==> src/rtl/do_tan_so_pkg.sv <==
// Shared parameters and state encoding for the pulse-measurement blocks.
package do_tan_so_pkg;

  localparam int unsigned DefGateCycles = 100000000;
  localparam int unsigned DefCntW       = 32;

  typedef enum logic {
    StIdle    = 1'b0,
    StMeasure = 1'b1
  } state_e;

  // Width of a counter that spans 0..n-1; never narrower than one bit.
  function automatic int unsigned gate_w(input int unsigned n);
    return (n > 1) ? $clog2(n) : 1;
  endfunction

endpackage

==> src/rtl/dong_bo_canh.sv <==
// Two-flop synchronizer followed by a registered rising-edge detector.
module dong_bo_canh (
  input  logic clki,
  input  logic rst_n,
  input  logic d_i,
  output logic rise_o
);

  logic r_sync1;
  logic r_sync2;
  logic r_sync3;
  logic r_rise;

  always_ff @(posedge clki or negedge rst_n) begin
    if (!rst_n) begin
      r_sync1 <= 1'b0;
      r_sync2 <= 1'b0;
      r_sync3 <= 1'b0;
      r_rise  <= 1'b0;
    end else begin
      r_sync1 <= d_i;
      r_sync2 <= r_sync1;
      r_sync3 <= r_sync2;
      r_rise  <= r_sync2 & ~r_sync3;
    end
  end

  assign rise_o = r_rise;

endmodule

==> src/rtl/do_tan_so.sv <==
// Frequency counter: counts sig_i rising edges over a fixed gate window of clki cycles.
module do_tan_so
  import do_tan_so_pkg::*;
#(
  parameter int unsigned GATE_CYCLES = DefGateCycles,
  parameter int unsigned CNT_W       = DefCntW
) (
  input  logic             clki,
  input  logic             rst_n,
  input  logic             en,
  input  logic             sig_i,
  output logic [CNT_W-1:0] freq_o,
  output logic             valid_o,
  output logic             ovf_o,
  output logic             busy_o
);

  localparam int unsigned           GateW    = gate_w(GATE_CYCLES);
  localparam logic [GateW-1:0]      GateLast = GateW'(GATE_CYCLES - 1);
  localparam logic [CNT_W-1:0]      CntMax   = {CNT_W{1'b1}};

  state_e             r_state, w_state_d;
  logic [GateW-1:0]   r_gate, w_gate_d;
  logic [CNT_W-1:0]   r_cnt, w_cnt_d;
  logic               r_sat, w_sat_d;
  logic [CNT_W-1:0]   r_freq, w_freq_d;
  logic               r_ovf, w_ovf_d;
  logic               r_valid, w_valid_d;

  logic               w_rise;
  logic               w_terminal;
  logic               w_sat_hit;
  logic [CNT_W-1:0]   w_cnt_inc;

  dong_bo_canh u_dong_bo_canh (
    .clki   (clki),
    .rst_n  (rst_n),
    .d_i    (sig_i),
    .rise_o (w_rise)
  );

  always_comb begin
    w_terminal = (r_gate == GateLast);
    // An edge arriving while the counter is already full is dropped and flagged.
    w_sat_hit  = w_rise && (r_cnt == CntMax);
    w_cnt_inc  = (w_rise && !w_sat_hit) ? r_cnt + CNT_W'(1) : r_cnt;

    w_state_d = r_state;
    w_gate_d  = r_gate;
    w_cnt_d   = r_cnt;
    w_sat_d   = r_sat;
    w_freq_d  = r_freq;
    w_ovf_d   = r_ovf;
    w_valid_d = 1'b0;

    case (r_state)
      StIdle: begin
        w_gate_d = '0;
        w_cnt_d  = '0;
        w_sat_d  = 1'b0;
        if (en) w_state_d = StMeasure;
      end
      StMeasure: begin
        if (w_terminal) begin
          w_freq_d  = w_cnt_inc;
          w_ovf_d   = r_sat | w_sat_hit;
          w_valid_d = 1'b1;
          w_gate_d  = '0;
          w_cnt_d   = '0;
          w_sat_d   = 1'b0;
          if (!en) w_state_d = StIdle;
        end else if (!en) begin
          w_state_d = StIdle;
          w_gate_d  = '0;
          w_cnt_d   = '0;
          w_sat_d   = 1'b0;
        end else begin
          w_gate_d = r_gate + GateW'(1);
          w_cnt_d  = w_cnt_inc;
          w_sat_d  = r_sat | w_sat_hit;
        end
      end
      default: w_state_d = StIdle;
    endcase
  end

  always_ff @(posedge clki or negedge rst_n) begin
    if (!rst_n) begin
      r_state <= StIdle;
      r_gate  <= '0;
      r_cnt   <= '0;
      r_sat   <= 1'b0;
      r_freq  <= '0;
      r_ovf   <= 1'b0;
      r_valid <= 1'b0;
    end else begin
      r_state <= w_state_d;
      r_gate  <= w_gate_d;
      r_cnt   <= w_cnt_d;
      r_sat   <= w_sat_d;
      r_freq  <= w_freq_d;
      r_ovf   <= w_ovf_d;
      r_valid <= w_valid_d;
    end
  end

  assign freq_o  = r_freq;
  assign valid_o = r_valid;
  assign ovf_o   = r_ovf;
  assign busy_o  = (r_state == StMeasure);

endmodule

==> config.mk <==
export PLATFORM = sky130hd
export DESIGN_NAME = do_tan_so
export DESIGN_NICKNAME = d
export VERILOG_FILES = /design/src/rtl/do_tan_so_pkg.sv /design/src/rtl/dong_bo_canh.sv /design/src/rtl/do_tan_so.sv
export SDC_FILE = /design/constraint.sdc
export NUM_CORES = 1
export LEC_CHECK = 0
export ABC_AREA = 0
export CAP_MARGIN = 20
export CORE_AREA = 2 2 131 69
export CTS_BUF_LIST = sky130_fd_sc_hd__clkbuf_2 sky130_fd_sc_hd__clkbuf_4 sky130_fd_sc_hd__clkbuf_8
export DETAILED_ROUTE_END_ITERATION = 7
export DIE_AREA = 0 0 133 71
export GPL_ROUTABILITY_DRIVEN = 0
export PLACE_DENSITY = 0.76
export SLEW_MARGIN = 20
export SYNTH_ARGS = -nofsm -noshare
export SYNTH_HDL_FRONTEND = slang
export SYNTH_SLANG_ARGS = --single-unit
==> constraint.sdc <==
create_clock -name clki -period 2 [get_ports clki]
set_clock_uncertainty 0.15 [all_clocks]
set_input_delay 0.3 -clock clki [delete_from_list [all_inputs] [get_ports clki]]
set_output_delay 0.3 -clock clki [all_outputs]
set_load 0.01 [all_outputs]
==> results.md, run 1 <==
* Post-synth ARST share at 100%
* Post-synth EDFFs at 0
* R2R cell count at 7
* Via count at 4334
* XOR/XNOR Fraction of Synth Area at 10.3%
* Slew Limit Headroom at 64.5%
* Fin cells at 701
* FF-to-FF End: freq_o[24]$_DFFE_PN0P_
* Hold WS at 212 ps
* Die area at 9440 um^2
* Synth top cells by count: 99 x dfrtp_1, 73 x nor2_1, 52 x nand2_1
* Nets at 585
* Share of layout cells above drive strength 1 at 40.9%
* Crit share post-route at 113%
* Synth Area in Compound Gates at 4.96%
* IO Count at 39
* Ant diodes at 0
* Crit path arrival time at 2370 ps
* Crit path max-delay cell type: dfrtp_1
* Worst hold stages at 0
* Highest Signal Layer: met4
* WL final at 16.4 mm
* Final min period at 2260 ps
* CTS max path bufs at 2
* Simple-gate share of the synthesized area at 25.9%
* H-tree depth at 3
* Post-Place Cells at 636
* Core Box Area at 8380 um^2
* Iter 0 DRT Violations at 629
* Aggregate global-route resource usage at 28.3%
* Worst path required time at 2110 ps
* Sequential share of the synthesized area at 56.1%
* Largest family of logic cells by synthesized area: simple AND/OR/NAND/NOR gates
* Met2 wire len at 7.32 mm
* Crit-path max cell delay at 400 ps
* Power, Total at 0.00364 W
* Synth area leader: dfrtp_1
* Area grow syn2layout at 56.1%
* Reg clk slew, reported paths at 100 ps
* Top post-synthesis cells by area: dfrtp_1 56%, xor2_1 6.5%, nor2_1 6.2%
* Worst hold-check path type: reg2reg
* Worst hold path endpoint: u_dong_bo_canh.r_sync2$_DFF_PN0_
* Mapped Area at 4410 um^2
* # rows at 24
* Overflow after GRT at 0
* WS Path Type: reg2reg
* Synthesized area per cell at 10.2 um^2
* Most frequent cell after synthesis: dfrtp_1
* Buffers on Ports at 38
* Seq cells post-synth at 99
* Synth cell types at 40
* Synth Area in Adders at 0.567%
* Failing checks: negative setup slack
* Synth warn at 0
* Worst-margin pin slew at 532 ps
* Drt wl/cell at 23.4 um
* Peak supply drop at 0.474 mV
* Worst-Skew Late Latency at 400 ps
* Worst hold start: u_dong_bo_canh.r_sync1$_DFF_PN0_
* Vias in the first global route at 3866
* Die Wd at 133 um
* Syn nets at 440
* Hold Fails Final Rpt at 0
* Outcome: complete, but fails checks
* Max-cap violations at 0
* DP Area at 5390 um^2
* Ys flop type: dfrtp_1
* DRT antenna net count at 0
* Pwr Density at 529 nW/um^2
* CTS Buf Count at 9
* Post-synth top area share at 56.1%
* Largest net degree at the start of global routing at 38
* HPWL Detailed at 7.18 mm
* Reg-to-reg setup timing slack at -260 ps
* Antenna violations before repair at 0
* Remaining DRCs at 0
* Global-route wire length before repair at 20.4 mm
* Origin of the critical flop-to-flop path: r_cnt[22]$_DFF_PN0_
* Final instance area at 6890 um^2
* RSZ-0062 raised after global routing: true
* CTS root buffer: clkbuf_8
* CP Max Fanout at 4
* Pre-Repair DR Iteration Count at 5
* Startpoint types: flip-flop
* Endpoints failing setup at 92
* Die Height at 71 um
* Starting density of the core at 52.7%
* Vias per inst at 6.18
* CTS tree: yes
* DRT met1 WL at 6.55 mm
* Highest Clock Rate at 442 MHz
* Pleak at 2.96 nW
* CP endpoint kind: flip-flop
* Final Slew Violations at 0
* Multiplexer share of the synthesized area at 0.454%
* CP cell instances: buf_6 > nand4_1 > nor4_4 > buf_4 > nor2b_4 > mux2i_1 > o21ai_1
* # fillers at 390
* Synthesized instance count at 434
* Sink Count at 99
* Met3 WL at 1.80 mm
* Final WS setup at -263 ps
==> placed cells by master, fill, tap and decap left out, drive strengths merged, types with 3 or more instances in the layout <==
master / netlist / final
buf: 7 / 103
dfrtp: 99 / 99
nor2: 73 / 73
nand2: 53 / 54
clkdlybuf4s50: 0 / 37
o21ai: 35 / 35
xor2: 33 / 33
nand3: 27 / 27
nand4: 19 / 19
xnor2: 19 / 19
clkbuf: 5 / 12
nor3: 12 / 12
and3: 11 / 11
inv: 5 / 7
nor4: 5 / 5
nand3b: 5 / 5
and4: 5 / 5
a21oi: 4 / 4
and2: 3 / 3
clkinv: 0 / 3
==> area by class of cell <==
| cell class | instances | area (um^2) | share of cell area, % |
|---|---|---|---|
| clock buffers | 9 | 124 | 1.80 |
| clock inverters | 7 | 100 | 1.45 |
| inverters | 5 | 18.8 | 0.273 |
| multi-input cells | 319 | 2570 | 37.4 |
| flip-flops and latches | 99 | 2480 | 36.1 |
| well taps | 117 | 146 | 2.13 |
| repair buffers | 145 | 1440 | 20.9 |
==> routing by layer <==
| metal | global-route usage [%] | vias to the layer above |
|---|---|---|
| li1 | - | 1757 |
| met1 | 40.5 | 2151 |
| met2 | 42.9 | 339 |
| met3 | 6.88 | 87 |
| met4 | 9.80 | 0 |
| met5 | 0 | - |
==> worst max path at each step <==
stage | start | to | slack, ps | cells after the start
floorplan | r_gate[0]$_DFF_PN0_ | freq_o[18]$_DFFE_PN0P_ | 30 | 9
global placement | r_cnt[1]$_DFF_PN0_ | freq_o[28]$_DFFE_PN0P_ | -90 | 7
detailed placement | r_cnt[0]$_DFF_PN0_ | freq_o[28]$_DFFE_PN0P_ | -190 | 7
CTS | r_cnt[31]$_DFF_PN0_ | freq_o[13]$_DFFE_PN0P_ | -10 | 8
global route | r_cnt[21]$_DFF_PN0_ | freq_o[24]$_DFFE_PN0P_ | -350 | 7
finish | r_cnt[22]$_DFF_PN0_ | freq_o[24]$_DFFE_PN0P_ | -260 | 7
==> sequential cells by signal, summed over array words and instances, names as in the netlist <==
register                cells
freq_o                     32
r_cnt                      32
r_gate                     27
busy_o                      1
ovf_o                       1
r_sat                       1
u_dong_bo_canh.r_sync1      1
u_dong_bo_canh.r_sync2      1
u_dong_bo_canh.r_sync3      1
u_dong_bo_canh.rise_o       1
valid_o                     1
==> power by group <==
group / switching (W) / internal [W] / leakage (nW)
clock network: 0.000747 / 0.000715 / 0.114
logic: 0.0000992 / 0.0000642 / 1.48
registers: 0.00000803 / 0.00201 / 1.36
total: 0.000854 / 0.00279 / 2.96
==> worst max-delay path, delay by kind of cell (launching register included) <==
family	cells	cell delay, ps
multiplexers	1	310
AO/OA/AOI/OAI	1	180
buffers and inverters	2	360
flip-flops	1	400
AND/OR/NAND/NOR	3	730
==> stage by stage <==
stage / utilization (%) / setup slack (ps) / TNS [ps]
after floorplan: - / 26.7 / 0
after global placement: 64.4 / -90.7 / -1740
after detailed placement: 64.4 / -186 / -4560
after CTS: 72.5 / -10.7 / -15.9
after global routing: 82.2 / -348 / -14920
final: 82.2 / -263 / -10500
==> kinds of logic (layout without fill, tap and decap cells) <==
| kind of cell | count (synthesis) | count (layout) |
|---|---|---|
| xor gates and xnor gates | 52 | 52 |
| AOI/OAI and AO/OA | 41 | 41 |
| adders and majority gates | 2 | 2 |
| buffers and inverters | 17 | 166 |
| muxes | 2 | 2 |
| DFF | 99 | 99 |
| and+or+nand+nor | 221 | 222 |
==> repair_timing <==
| action | CTS | global route |
|---|---|---|
| setup endpoints to repair | 92 | 93 |
| gates cloned | 3 | 5 |
| endpoints found under the hold margin | 35 | 0 |
| pin swaps | 20 | 60 |
| buffers inserted | 17 | 24 |
| gates resized for setup | 51 | 128 |
| hold buffers | 1 | 0 |
(Power assumes the default switching activity.)
==> inputs of run 2 (changes only) <==
- HOLD_SLACK_MARGIN: default -> 0.05
==> results of run 2 <==
Same layout as run 1: the final DEF is identical, and so are final timing and power.
